$ cat src/rtl/uart_pkg.sv
// Shared definitions for the UART receive-side blocks: data width and
// the capture FSM state encoding.
package uart_pkg;

    localparam int UART_DATA_W = 8;

    typedef enum logic [1:0] {
        IDLE     = 2'd0,
        ACK      = 2'd1,
        WAIT_LOW = 2'd2
    } cap_state_t;

endpackage

$ cat src/rtl/uart_fifo_mem.sv
// DEPTH x 8 byte storage for the receive FIFO: synchronous write port and a
// registered read port. The read register is reset; the array is not.
module uart_fifo_mem
    import uart_pkg::*;
#(
    parameter int DEPTH  = 16,
    parameter int ADDR_W = $clog2(DEPTH)
)(
    input  logic                   clk,
    input  logic                   rst_n,
    input  logic                   we,
    input  logic [ADDR_W-1:0]      waddr,
    input  logic [UART_DATA_W-1:0] wdata,
    input  logic                   re,
    input  logic [ADDR_W-1:0]      raddr,
    output logic [UART_DATA_W-1:0] rdata
);

    logic [UART_DATA_W-1:0] mem [DEPTH];

    // Store the incoming byte; contents survive reset.
    always_ff @(posedge clk) begin
        if (we) begin
            mem[waddr] <= wdata;
        end
    end

    // Registered read; a same-edge write to the same slot returns the old byte.
    always_ff @(posedge clk or negedge rst_n) begin
        if (!rst_n) begin
            rdata <= '0;
        end else if (re) begin
            rdata <= mem[raddr];
        end
    end

endmodule

$ cat src/rtl/uart_rx_fifo.sv
// Receive-side FIFO behind the UART receiver: captures each ready byte,
// acknowledges it with a one-cycle rx_clr pulse, and buffers it for the host.
// Optional feature macro UART_RX_FIFO_ALMOST_FULL_EN adds AF_LEVEL and a
// registered almost_full output.
module uart_rx_fifo
    import uart_pkg::*;
#(
    parameter int DEPTH = 16
`ifdef UART_RX_FIFO_ALMOST_FULL_EN
    , parameter int AF_LEVEL = DEPTH - 2
`endif
    , localparam int ADDR_W = $clog2(DEPTH)
)(
    input  logic                   clk,
    input  logic                   rst_n,
    input  logic [UART_DATA_W-1:0] rx_data,
    input  logic                   rx_ready,
    output logic                   rx_clr,
    input  logic                   rd_en,
    output logic [UART_DATA_W-1:0] rd_data,
    output logic                   rd_valid,
    output logic                   empty,
    output logic                   full,
    output logic [ADDR_W:0]        count,
    output logic                   overrun,
    input  logic                   clr_overrun
`ifdef UART_RX_FIFO_ALMOST_FULL_EN
    , output logic                 almost_full
`endif
);

    cap_state_t        state, next_state;
    logic [ADDR_W-1:0] wr_ptr, rd_ptr;
    logic              rd_accept, wr_allow, capture, wr_en, drop;

    assign empty     = (count == '0);
    assign full      = (count == (ADDR_W+1)'(DEPTH));
    assign rd_accept = rd_en && !empty;
    assign wr_allow  = !full || rd_accept;
    assign capture   = (state == IDLE) && rx_ready;
    assign wr_en     = capture && wr_allow;
    assign drop      = capture && !wr_allow;

    // Capture FSM state register.
    always_ff @(posedge clk or negedge rst_n) begin
        if (!rst_n) begin
            state <= IDLE;
        end else begin
            state <= next_state;
        end
    end

    // Next state: capture once, acknowledge, then wait for ready to fall.
    always_comb begin
        next_state = state;
        case (state)
            IDLE:     if (rx_ready) next_state = ACK;
            ACK:      next_state = WAIT_LOW;
            WAIT_LOW: if (!rx_ready) next_state = IDLE;
            default:  next_state = IDLE;
        endcase
    end

    // rx_clr is registered so it is high exactly while the FSM sits in ACK.
    always_ff @(posedge clk or negedge rst_n) begin
        if (!rst_n) begin
            rx_clr <= 1'b0;
        end else begin
            rx_clr <= (next_state == ACK);
        end
    end

    // Pointer and occupancy bookkeeping; pointers wrap naturally.
    always_ff @(posedge clk or negedge rst_n) begin
        if (!rst_n) begin
            wr_ptr <= '0;
            rd_ptr <= '0;
            count  <= '0;
        end else begin
            if (wr_en) wr_ptr <= wr_ptr + ADDR_W'(1);
            if (rd_accept) rd_ptr <= rd_ptr + ADDR_W'(1);
            case ({wr_en, rd_accept})
                2'b10:   count <= count + 1'b1;
                2'b01:   count <= count - 1'b1;
                default: count <= count;
            endcase
        end
    end

    // Read strobe follows an accepted read by one cycle, aligned with rd_data.
    always_ff @(posedge clk or negedge rst_n) begin
        if (!rst_n) begin
            rd_valid <= 1'b0;
        end else begin
            rd_valid <= rd_accept;
        end
    end

    // Sticky overrun: a dropped byte sets it and beats a simultaneous clear.
    always_ff @(posedge clk or negedge rst_n) begin
        if (!rst_n) begin
            overrun <= 1'b0;
        end else if (drop) begin
            overrun <= 1'b1;
        end else if (clr_overrun) begin
            overrun <= 1'b0;
        end
    end

`ifdef UART_RX_FIFO_ALMOST_FULL_EN
    // Early flow warning, one cycle behind count.
    always_ff @(posedge clk or negedge rst_n) begin
        if (!rst_n) begin
            almost_full <= 1'b0;
        end else begin
            almost_full <= (int'(count) >= AF_LEVEL);
        end
    end
`endif

    uart_fifo_mem #(
        .DEPTH  (DEPTH),
        .ADDR_W (ADDR_W)
    ) u_mem (
        .clk   (clk),
        .rst_n (rst_n),
        .we    (wr_en),
        .waddr (wr_ptr),
        .wdata (rx_data),
        .re    (rd_accept),
        .raddr (rd_ptr),
        .rdata (rd_data)
    );

endmodule

$ cat config.mk
export PLATFORM = sky130hd
export DESIGN_NAME = uart_rx_fifo
export DESIGN_NICKNAME = d
export VERILOG_FILES = /design/src/rtl/uart_pkg.sv /design/src/rtl/uart_fifo_mem.sv /design/src/rtl/uart_rx_fifo.sv
export SDC_FILE = /design/constraint.sdc
export NUM_CORES = 1
export LEC_CHECK = 0
export ABC_AREA = 1
export CORE_MARGIN = 8
export CORE_UTILIZATION = 53
export DETAILED_ROUTE_END_ITERATION = 7
export PLACE_DENSITY = 0.75
export SETUP_SLACK_MARGIN = 0.5
export SYNTH_ARGS = -nofsm -noshare
export SYNTH_HDL_FRONTEND = slang
export SYNTH_SLANG_ARGS = --single-unit
$ cat constraint.sdc
create_clock -name clk -period 2.9 [get_ports clk]
set_input_delay 0.58 -clock clk [delete_from_list [all_inputs] [get_ports clk]]
set_output_delay 0.58 -clock clk [all_outputs]
set_load 0.005 [all_outputs]
After elaboration in Yosys (flattened, before gate mapping)
Memory sizes are Yosys's and may differ from the RTL's. A register that Yosys moved wholly into a read port is not among the register bits.
Cells that the tools add are included.
{ "totals": {"register_bits": 18, "latchBits": 0, "ram_bits": 128, "rom_bits": 0, "inputBits": 13, "out_inout_bits": 18, "memories": 1} }
{ "mem_list": {"columns": ["name", "words", "width", "rd", "rd_ports_with_merged_regs", "wr", "line", "text"], "rows": [
  ["u_mem.mem", 16, 8, 1, 1, 1, "uart_fifo_mem.sv:19", "logic [UART_DATA_W-1:0] mem [DEPTH];"]
]} }
{ "classes": {"add_sub_neg": 4, "mul": 0, "n_div": 0, "order_cmp": 0, "n_eq_ne": 6, "shifts": 0, "mux": 8, "bitwise": 0, "reduce_logical": 13} }
{ "ops": {"columns": ["op", "count"], "rows": [
  ["5-bit case mux with 2 select lines", 1],
  ["4-bit by 1-bit adder with 4-bit output, second input constant", 2],
  ["2-bit by 1-bit equality test with 1-bit output, second input constant", 3],
  ["2-bit case mux with 3 select lines", 1],
  ["5-bit by 1-bit adder with 5-bit output, second input constant", 1],
  ["5-bit equality test, second input constant", 1],
  ["5-bit logical NOT", 1],
  ["5-bit by 1-bit subtractor with 5-bit output, second input constant", 1],
  ["2-bit equality test, second input constant", 2],
  ["1-bit logical AND", 4],
  ["1-bit logical NOT", 4],
  ["1-bit two-way mux", 4],
  ["2-bit two-way mux", 2],
  ["2-bit nonzero test", 2],
  ["2-bit logical NOT", 1],
  ["1-bit logical OR", 1]
]} }

Logic depth before layout (Yosys ltp)
Gate-level depths: netlist (run 1).
{ "depth": {"depth_word": 7, "mapped_depth": 13, "ltp_nobuf": 12} }

By module
Synthesis (run 1) repeated with hierarchy kept, for this count alone.
{ "hier_totals": {"cells_unflattened": 594, "area_unflattened_um2": 6616.3} }
{ "modules_own_cells": {"columns": ["mod", "instances", "cells_each", "area_each_um2", "seq_area_each_um2"], "rows": [
  ["uart_fifo_mem", 1, 483, 5635.4, 4043.9],
  ["uart_rx_fifo", 1, 111, 980.9, 450.4]
]} }

Worst setup path before layout (run 1)
No wires, ideal clock.
{ "synth_timing": {"path_type": "reg2reg", "from": "reg count[0]", "to": "reg count[4]", "t_arrival_ns": 2.373, "setup_slack_ns": 0.462, "stages_incl_launch_ff": 14, "n_path_buf": 1, "period_less_slack_ns": 2.438, "path_cell_list": "dfrtp_1 > nor4_4 > nand2_1 > nand2_2 > inv_2 > buf_6 > ha_1 > fa_1 > a21oi_1 > nor2_1 > nor2_1 > xor2_1 > nand2_1 > nand2_1"} }
{ "synth_via": {"elab_chain_len": 7, "word_cells_on_any_way": 13, "classes_between": "add/sub (2); eq/ne (3); mux (1); reduce/logical (7)"} }
{ "synth_rtl": {"columns": ["item", "line", "text"], "rows": [
  ["start: declaration", "uart_rx_fifo.sv:24", "output logic [ADDR_W:0] count,"],
  ["start signal: assignment", "uart_rx_fifo.sv:83", "2'b10: count <= count + 1'b1;"],
  ["start signal: assignment", "uart_rx_fifo.sv:84", "2'b01: count <= count - 1'b1;"],
  ["start signal: assignment", "uart_rx_fifo.sv:85", "default: count <= count;"],
  ["5-bit logical NOT (*)", "uart_rx_fifo.sv:36", "assign empty = (count == '0);"],
  ["1-bit logical NOT (*)", "uart_rx_fifo.sv:38", "assign rd_accept = rd_en && !empty;"],
  ["1-bit logical AND (*)", "uart_rx_fifo.sv:38", null],
  ["via rd_accept", "uart_rx_fifo.sv:34", "logic rd_accept, wr_allow, capture, wr_en, drop;"],
  ["1-bit logical OR", "uart_rx_fifo.sv:39", "assign wr_allow = !full || rd_accept;"],
  ["1-bit logical AND", "uart_rx_fifo.sv:41", "assign wr_en = capture && wr_allow;"],
  ["2-bit by 1-bit equality test with 1-bit output or 2-bit equality test (tied branches)", "uart_rx_fifo.sv:82", "case ({wr_en, rd_accept})"],
  ["5-bit case mux with 2 select lines or 2-bit nonzero test (tied branches)", null, null]
]} }
Mark *: on every way through the listed nets, which the timed path passes. The rest lies on a longest branch.
A chain may end at the register's enable or synchronous reset.

Final worst setup path (run 1)
{ "layout_timing": {"from": "reg count[1]", "to": "reg count[4]"} }
{ "layout_via": {"elab_chain_len": 7, "word_cells_on_any_way": 13, "classes_between": "add/sub (2); eq/ne (3); mux (1); reduce/logical (7)"} }
{ "layout_rtl": {"columns": ["item", "line"], "rows": [
  ["5-bit logical NOT", "uart_rx_fifo.sv:36"],
  ["1-bit logical NOT", "uart_rx_fifo.sv:38"],
  ["1-bit logical AND", "uart_rx_fifo.sv:38"],
  ["1-bit logical OR", "uart_rx_fifo.sv:39"],
  ["1-bit logical AND", "uart_rx_fifo.sv:41"],
  ["2-bit by 1-bit equality test with 1-bit output or 2-bit equality test (tied branches)", "uart_rx_fifo.sv:82"],
  ["5-bit case mux with 2 select lines or 2-bit nonzero test (tied branches)", null]
]} }
Several ways; a longest one is shown, not always the timed one.

==> results of run 1 <==
==> kinds of logic (layout without fill, tap and decap cells) <==
logic type | after synthesis | in the layout | share of synthesized area (%)
AO/OA/AOI/OAI | 9 | 9 | 0.727
flip-flops | 154 | 154 | 65.3
adder cells (fa/ha/maj) | 10 | 10 | 1.93
buffers and inverters | 146 | 207 | 8.62
XOR/XNOR | 7 | 7 | 0.891
AND/OR/NAND/NOR | 372 | 372 | 22.6
==> worst max-delay path: cells and delay by family (launching register included) <==
| family | cells | cell delay [ns] |
|---|---|---|
| AOI/OAI and AO/OA | 1 | 0.15 |
| and+or+nand+nor | 7 | 0.86 |
| xor gates and xnor gates | 1 | 0.16 |
| DFF | 1 | 0.46 |
| adders and majority gates | 2 | 0.44 |
| buffers and inverters | 1 | 0.18 |
==> layout make-up <==
class / count / share of cell area [%]
flip-flops and latches: 154 / 55.6
multi-input cells: 398 / 22.6
repair buffers: 59 / 6.37
clock buffers: 21 / 5.57
inverters: 116 / 5.38
well taps: 172 / 2.66
clock inverters: 11 / 1.82
==> worst min path at each step <==
stage,start,end,slack (ns),depth (start not counted)
detailed placement,u_mem.rdata[0],u_mem.rdata[0],0.48,2
CTS,u_mem.rdata[1],u_mem.rdata[1],0.49,2
global route,u_mem.rdata[7],u_mem.rdata[7],0.53,2
finish,u_mem.rdata[1],u_mem.rdata[1],0.49,2
floorplan,rst_n,count[0],0.28,0
global placement,state[1],rx_clr,0.47,1
==> report_power, final <==
part | total, mW | switching (mW) | leakage [nW] | internal (mW)
Combinational | 2.53 | 1.60 | 1.81 | 0.930
Clock | 2.21 | 0.840 | 0.279 | 1.37
Sequential | 2.93 | 0.270 | 1.47 | 2.66
==> through the flow <==
stage	setup slack (ns)	hold slack [ns]	area [sq um]
after global routing	0.473	0.528	8090
after CTS	0.533	0.495	8060
after global placement	0.245	0.473	7430
after floorplan	0.506	0.284	6890
final	0.593	0.488	8090
after detailed placement	0.149	0.480	7430
==> layout by cell type (no fill, tap or decap), types with 8 or more instances in the layout <==
master and n:
edfxtp_1 128, nand2_1 239, clkbuf_16 17, dfrtp_1 23, nor2_1 26, inv_1 113
ha_1 8, clkdlybuf4s50_1 28, buf_4 29, nand3_1 102
==> registers in the layout, summed over array words and instances (netlist names), 2 cells and up <==
register / count
count: 5
rd_ptr: 4
state: 2
u_mem.mem: 128
u_mem.rdata: 8
wr_ptr: 4
==> repair_timing <==
action                                  CTS  global route
hold endpoints to repair                  0             0
cloned                                    0             0
pin swaps                                 2             1
gates resized for setup                   4             5
endpoints found under the setup margin    3             2
buffers inserted                          3             1
==> routing by layer <==
layer  wire length, um  global-route usage (%)  vias up  share of wire (%)
met1              6410                    25.1     2300                 41
met4               397                    8.27        0                2.5
met5                 0                       0        -                  0
met2              7750                    31.9      199                 50
li1                  -                       -     2320                  -
met3              1040                    3.67       35                6.7
==> metrics.txt, run 1 <==
footprint of the multi-input gates 1830 sq um; Critical Path Max Stage Delay 0.46 ns; Worst Skew roughly 0.0065 ns; setup violators final 0; RSZ-0062 raised after global routing false; Static Leak 3.56 nW; GPL Wtd Cong 0.832; pwr dens 948 nW/um^2; FF+latch area 4500 sq um; I/O pin total 31; Post-DP HPWL 10.0 mm; Mapped Nets about 720; first-pass GRT wire length between 20 and 25 mm; Clock Path Buffers 2; Max Cap Viol 0; Startpoint Class register; Nets slightly below 800; Via-to-Cell Ratio 5.21; cts bufs inserted 17; Clock Latency Late Sink 0.42 ns; setup_tns 0 ns; required time worst endpoint 3.26 ns; final hold vios 0; Slowest-stage cell, CP dfrtp_2; cell area after synthesis 6880 sq um; die footprint about 17000 sq um; Worst setup EP type register; IO buf count 30; outcome finished, final reports clean; DR iter-0 viols 550; routed vias around 4900; vias in the first global route 4806; final period utilization 79.5%; Power Total 7.67 mW; Synth top area share 55.8%; Mean Syn Cell Area between 9 and 10 sq um; chip height 130 um; chip width 130 um; R2R cell count 12; Sink Count 154; clk root buf clkbuf_16; largest net degree at the start of global routing 36; Max VDD drop 0.000469 V; Wirelength per Cell 16.7 um; YS warnings 0; CP Class reg2reg; layout cell share with drive strength beyond 1 under 10%; CTS tree done; top post-synthesis cells by count 239 x nand2_1, 128 x edfxtp_1, 113 x inv_1, 102 x nand3_1, 27 x nor2_1; H-Tree Depth 4; post-detailed-route DRC marker count 0; core box area between 10000 and 15000 sq um; CP endpoint count[4]; worst relative slew slack 26.5%; #FFs+latches synth between 150 and 200; FF-to-FF End count[4]; r2r startpoint count[1]; GR Util All Layers 19.5%; initial antenna violation count 0; Layout Utilization a little under two thirds; n_diodes 0; sequential-to-total area share from yosys stat 65.3%; Synth area leader edfxtp_1; largest cells by area after synthesis edfxtp_1 56%, nand2_1 13%, dfrtp_1 9.5%; Antenna Nets Post-Route 0; min Tclk post-route 2.31 ns; post-synthesis cell count 698; Final Non-Filler Cells between 900 and 1000; Initial Util 54.3%; Worst Max-Slew Pin Slew approximately 1.1 ns; count leader, synth nand2_1; CP startpoint count[1]; ys async rst share approximately 17%; dominant synthesized flop cell edfxtp_1; clock-pin slew on the worst setup and hold paths ~0.060 ns; Post-synth EDFFs around 130; Rows 41; Overflow after GRT 0; final wirelength 15.6 mm; CP cell instances nor4_4, buf_4, nand3_4, nand2_4, ha_4, ha_1, a21oi_2, nor2_1, nor2_1, xor2_1, nand2_1, nand2_1; Hold WC Path Type reg2reg; filler instances approximately 990; hold bufs inserted after CTS 0; Worst EP arrival 2.66 ns; dpl cells a little under 900; synthesis-to-layout area growth 17.6%; Yosys cell types 25; R2R Setup Slk around 0.6 ns; fmax roughly 430 MHz; fin. max-slew vios 0; DR pass1 iterations 5; crit path max fanout 6
No activity file was read; power rests on OpenSTA's default activity.
==> run 2, diff against run 1 <==
Settings changed: PLACE_DENSITY 0.75 to 0.78.
Clock period 2.9 ns to 2.1 ns, I/O delays scaled along.
==> run 2 against run 1 <==
Against the previous run:
- the run now ends with negative setup slack left
- sequential share of layout area shrank 5.2 points
- count of clock-buffer cells in the layout shrank 2
- maximum frequency shrank 5.1%
- worst hold slack lost 0.12 ns
- sequential power grew 35%
- critical path depth grew 1
- via count grew 7.0%
==> metrics.txt, run 2 (same netlist as run 1, synthesis figures left out) <==
commonest non-fill, non-tap cell in the layout nand2_1 (unchanged); Worst Skew 0.00747 ns (was 0.00650 ns); Final Worst Setup Slack -0.332 ns (was 0.593 ns); core box area 12700 sq um (unchanged); chip width 130 um (unchanged); fin. max-slew vios 0 (unchanged); DR pass1 iterations 5 (unchanged); Post-DP HPWL 10.2 mm (was 10.0 mm); footprint of the multi-input gates 2010 sq um (was 1830 sq um); Initial Util 54.3% (unchanged); Antenna Nets Post-Route 0 (unchanged); I/O pin total 31 (unchanged); Critical Path Max Stage Delay 0.41 ns (was 0.46 ns); FF-to-FF End count[4] (unchanged); first-pass GRT wire length 25.6 mm (was 24.8 mm); Largest regs u_mem.mem x128, u_mem.rdata x8, count x5 (unchanged); Max Cap Viol 0 (unchanged); hold bufs inserted after CTS 0 (unchanged); Static Leak 3.90 nW (was 3.56 nW); GPL Wtd Cong 0.865 (was 0.832); r2r startpoint count[2] (was count[1]); GR Util All Layers 20.3% (was 19.5%); R2R cell count 13 (was 12); IO buf count 30 (unchanged); worst slack, placed -0.233 ns (was 0.149 ns); R2R Setup Slk -0.33 ns (was 0.59 ns); Overflow after GRT 0 (unchanged); register bank with the most flops u_mem.mem (unchanged); failing checks negative setup slack; Clock Latency Late Sink 0.42 ns (about the same); chip height 130 um (unchanged); FF+latch area 4500 sq um (about the same); Rows 41 (unchanged); vias in the first global route 5083 (was 4806); Worst setup EP type register (unchanged); Clock Path Buffers 2 (unchanged); CP cell instances nor4_4, buf_4, nand2_4, nand2_4, inv_4, ha_4, fa_2, a21oi_2, nor2_1, nor2_1, xor2_1, nand2_1, nand2_1 (was nor4_4, buf_4, nand3_4, nand2_4, ha_4, ha_1, a21oi_2, nor2_1, nor2_1, xor2_1, nand2_1, nand2_1); setup violators final 5 (was 0); n_diodes 0 (unchanged); CP Class reg2reg (unchanged); H-Tree Depth 4 (unchanged); layout cell share with drive strength beyond 1 18.6% (was 9.35%); Max VDD drop 0.000629 V (was 0.000469 V); commonest cells after routing, fill and taps aside 230 x nand2_1, 128 x edfxtp_1, 111 x inv_1 (was 239 x nand2_1, 128 x edfxtp_1, 113 x inv_1); crit path max fanout 5 (was 6); Sink Count 154 (unchanged); die footprint 16900 sq um (unchanged); min Tclk post-route 2.43 ns (was 2.31 ns); post-detailed-route DRC marker count 0 (unchanged); clk root buf clkbuf_16 (unchanged); synthesis-to-layout area growth 29.6% (was 17.6%); Largest register FFs 128 (unchanged); required time worst endpoint 2.45 ns (was 3.26 ns); RSZ-0062 raised after global routing true (was false); CP startpoint count[2] (was count[1]); Wirelength per Cell 17.8 um (was 16.7 um); final wirelength 17.2 mm (was 15.6 mm); routed vias 5194 (was 4854); Hold WC Path Type in2async (was reg2reg); Via-to-Cell Ratio 5.36 (was 5.21); Nets 809 (was 769); CTS tree done (unchanged); Worst EP arrival 2.78 ns (was 2.66 ns); fmax 411 MHz (was 434 MHz); worst relative slew slack 55.7% (was 26.5%); Startpoint Class register (unchanged); Worst Max-Slew Pin Slew 0.662 ns (was 1.10 ns); outcome finished, violations left (was finished, final reports clean); largest net degree at the start of global routing 38 (was 36); final hold vios 0 (unchanged); initial antenna violation count 0 (unchanged); DR iter-0 viols 676 (was 550); filler instances 822 (was 988); final period utilization 116% (was 79.5%); Slowest-stage cell, CP dfrtp_1 (was dfrtp_2); Power Total 11.7 mW (was 7.67 mW); cts bufs inserted 17 (unchanged); pwr dens 1310 nW/um^2 (was 948 nW/um^2); clock-pin slew on the worst setup and hold paths 0.06 ns (about the same)
-- run 2: cell types whose count changed in the layout (fill, tap and decap cells not counted), sizes merged, moves of 2 or more --
cell           delta
buf              +42
clkdlybuf4s50    -15
dlygate4sd2       +9
clkinv            -2
clkinvlp          +2
-- run 2: repair_timing --
item | 4_1_cts | 5_1_grt
gates cloned | 0 | 4
resized for setup | 52 | 48
setup buffers | 10 | 12
endpoints found under the setup margin | 159 | 155
pin swaps | 9 | 24
-- run 2: through the flow --
stage	setup TNS [ns]	std cells	util [%]	hold slack (ns)	area (sq um)
after floorplan	-0.159	698	-	0.124	6950
after global placement	-0.264	913	61.9	0.464	7840
after detailed placement	-0.363	913	61.9	0.470	7840
after CTS	-0.283	953	67.4	0.358	8540
after global routing	-1.64	969	70.4	0.397	8920
final	-0.665	969	70.4	0.363	8920
-- run 2: where the power goes --
part / internal, mW / switching (mW)
registers: 3.67 / 0.291
clock network: 1.85 / 1.17
logic: 1.91 / 2.76
total: 7.44 / 4.22
-- run 2: final cells by class --
cell class | count | area share, %
Multi-Input combinational cell | 398 | 22.6
Inverter | 116 | 4.99
Clock inverter | 11 | 1.66
Tap cell | 172 | 2.41
Sequential cell | 154 | 50.4
Clock buffer | 19 | 4.85
Timing Repair Buffer | 99 | 13.1
-- run 2: worst max path at each step --
stage	endpoint	slack, ns	depth (start not counted)
2_1_floorplan	count[4]	-0.14	13
3_3_place_gp	count[4]	-0.21	12
3_5_place_dp	count[4]	-0.23	12
4_1_cts	count[4]	-0.16	13
5_1_grt	count[4]	-0.43	13
6_report	count[4]	-0.33	13
-- run 2: worst max-delay path, delay by kind of cell (launching register included) --
family          cells  cell delay (ns)
fa+ha+maj           2             0.55
buf+inv             2             0.22
simple gates        7             0.86
compound gates      1             0.13
flops               1             0.41
xor+xnor            1             0.17
-- run 2: layer usage --
layer | routed length, um | global-route usage, % | vias to the layer above
li1 | - | - | 2397
met1 | 6660 | 23.8 | 2496
met2 | 8830 | 35.4 | 247
met3 | 1220 | 4.90 | 54
met4 | 514 | 7.65 | 0
met5 | 0 | 0 | -
==> run 3, diff against run 2 <==
Settings changed: PLACE_DENSITY 0.78 to 0.75.
Clock period 2.1 ns to 3.1 ns, I/O delays scaled along.
==> run 3 against run 2 <==
Against the previous run:
- the flow now finishes without violations
- register-to-register slack improved by 0.98 ns
- combinational power is 50% lower
- clock skew is 0.0078 ns higher
- wire length down 11%
- power shrank 39%
- sequential power is 33% lower
- non-clock buffer count decreased by 51
- maximum frequency decreased by 0.84%
==> metrics.txt, run 3 (same netlist as run 1, synthesis figures left out) <==
outcome finished, final reports clean (was finished, violations left); fmax 408 MHz (was 411 MHz); fin. max-slew vios 0 (unchanged); GPL Wtd Cong 0.909 (was 0.865); Worst setup EP type register (unchanged); required time worst endpoint 3.46 ns (was 2.45 ns); Overflow after GRT 0 (unchanged); Post-Place Cell Area 7370 sq um (was 7840 sq um); min Tclk post-route 2.45 ns (was 2.43 ns); Max VDD drop 0.000485 V (was 0.000629 V); Hold WC Path Type reg2reg (was in2async); Clock Latency Late Sink 0.43 ns (was 0.42 ns); IO buf count 30 (unchanged); Initial Util 54.3% (unchanged); GR Util All Layers 19.7% (was 20.3%); Post-DP HPWL 9.60 mm (was 10.2 mm); DR pass1 iterations 6 (was 5); chip width 130 um (unchanged); Rows 41 (unchanged); first-pass GRT wire length 24.4 mm (was 25.6 mm); Worst Skew 0.0153 ns (was 0.00747 ns); Nets 758 (was 809); Startpoint Class register (unchanged); Wirelength per Cell 16.6 um (was 17.8 um); Largest regs u_mem.mem x128, u_mem.rdata x8, count x5 (unchanged); vias in the first global route 4701 (was 5083); Power Total 7.07 mW (was 11.7 mW); Antenna Nets Post-Route 0 (unchanged); Final Cell Area 7990 sq um (was 8920 sq um); setup_tns 0 ns (was -0.665 ns); die footprint 16900 sq um (unchanged); clock-pin slew on the worst setup and hold paths 0.06 ns (about the same); Layout Utilization 63.0% (was 70.4%); I/O pin total 31 (unchanged); Static Leak 3.54 nW (was 3.90 nW); Worst Max-Slew Pin Slew 1.09 ns (was 0.662 ns); cts bufs inserted 17 (unchanged); register bank with the most flops u_mem.mem (unchanged); n_diodes 0 (unchanged); Largest register FFs 128 (unchanged); post-detailed-route DRC marker count 0 (unchanged); H-Tree Depth 4 (unchanged); routed vias 4747 (was 5194); crit path max fanout 13 (was 5); chip height 130 um (unchanged); pwr dens 886 nW/um^2 (was 1310 nW/um^2); final wirelength 15.3 mm (was 17.2 mm); initial antenna violation count 0 (unchanged); Clock Path Buffers 2 (unchanged); core box area 12700 sq um (unchanged); final period utilization 79.1% (was 116%); Sink Count 154 (unchanged); hold bufs inserted after CTS 0 (unchanged); commonest non-fill, non-tap cell in the layout nand2_1 (unchanged); setup violators final 0 (was 5); worst relative slew slack 27.3% (was 55.7%); Worst EP arrival 2.81 ns (was 2.78 ns); Max Cap Viol 0 (unchanged); final hold vios 0 (unchanged); clk root buf clkbuf_16 (unchanged); synthesis-to-layout area growth 16.0% (was 29.6%); CP Class reg2reg (unchanged); RSZ-0062 raised after global routing true (unchanged); largest net degree at the start of global routing 68 (was 38); DR iter-0 viols 474 (was 676); Via-to-Cell Ratio 5.16 (was 5.36); layout cell share with drive strength beyond 1 7.75% (was 18.6%); commonest cells after routing, fill and taps aside 239 x nand2_1, 128 x edfxtp_1, 113 x inv_1 (was 230 x nand2_1, 128 x edfxtp_1, 111 x inv_1); CTS tree done (unchanged)
## run 3: cell count changes in the layout (fill, tap and decap cells not counted), sizes merged
cell,before,now
clkdlybuf4s50,13,28
clkinvlp,6,3
buf,71,18
dlymetal6s2s,0,2
clkdlybuf4s15,1,0
dlygate4sd2,11,0
clkbuf,22,18
clkinv,3,9
## run 3: report_power, final
group          leakage (nW)  internal [mW]  switching, mW
Sequential             1.47           2.49          0.182
Clock                 0.283           1.25          0.795
Combinational          1.78          0.842           1.51
Total                  3.54           4.59           2.49
## run 3: worst paths after layout
kind	startpoint	end	slack, ns	cells after the start
setup / recovery	count[2]	count[4]	0.65	12
min in group asynchronous	rst_n	u_mem.rdata[2]	0.57	1
hold / removal	u_mem.rdata[0]	u_mem.rdata[0]	0.48	2
hold reg to reg	u_mem.rdata[0]	u_mem.rdata[0]	0.48	2
setup reg to reg	count[2]	count[4]	0.65	12
max in group asynchronous	rst_n	count[0]	1.89	2
## run 3: what timing repair did
action | CTS | global route
endpoints found under the setup margin | 2 | 4
gates resized for setup | 0 | 6
buffers inserted | 1 | 2
endpoints found under the hold margin | 0 | 0
pin swaps | 1 | 2
cloned | 0 | 0
## run 3: worst max-delay path: stages, from the launching register on
cell,delay [ns]
dfrtp_2,0.43
nor4_4,0.33
nand2_1,0.14
nand2_2,0.09
inv_2,0.10
ha_2,0.26
fa_1,0.41
a21oi_1,0.18
nor2_1,0.06
nor2_1,0.12
xor2_1,0.16
nand2_1,0.06
nand2_1,0.05
## run 3: final cells by class
type | count | area [sq um]
Fill cell | 986 | 4690
Sequential cell | 154 | 4500
Multi-Input combinational cell | 398 | 1800
Timing Repair Buffer | 48 | 453
Inverter | 116 | 435
Clock buffer | 18 | 429
Tap cell | 172 | 215
Clock inverter | 14 | 155
## run 3: through the flow
step                      setup slack (ns)  instances  hold slack [ns]
after floorplan                      0.624        698            0.324
after global placement               0.396        885            0.462
after detailed placement             0.327        885            0.465
after CTS                            0.514        918            0.480
after global routing                 0.469        920            0.495
final                                0.647        920            0.477
## run 3: routing by layer
| metal | track usage [%] | part of all wire, % | up-vias |
|---|---|---|---|
| li1 | - | - | 2297 |
| met1 | 24.1 | 41 | 2223 |
| met2 | 31.7 | 49 | 184 |
| met3 | 4.77 | 7.0 | 43 |
| met4 | 10.5 | 2.8 | 0 |
| met5 | 0 | 0 | - |
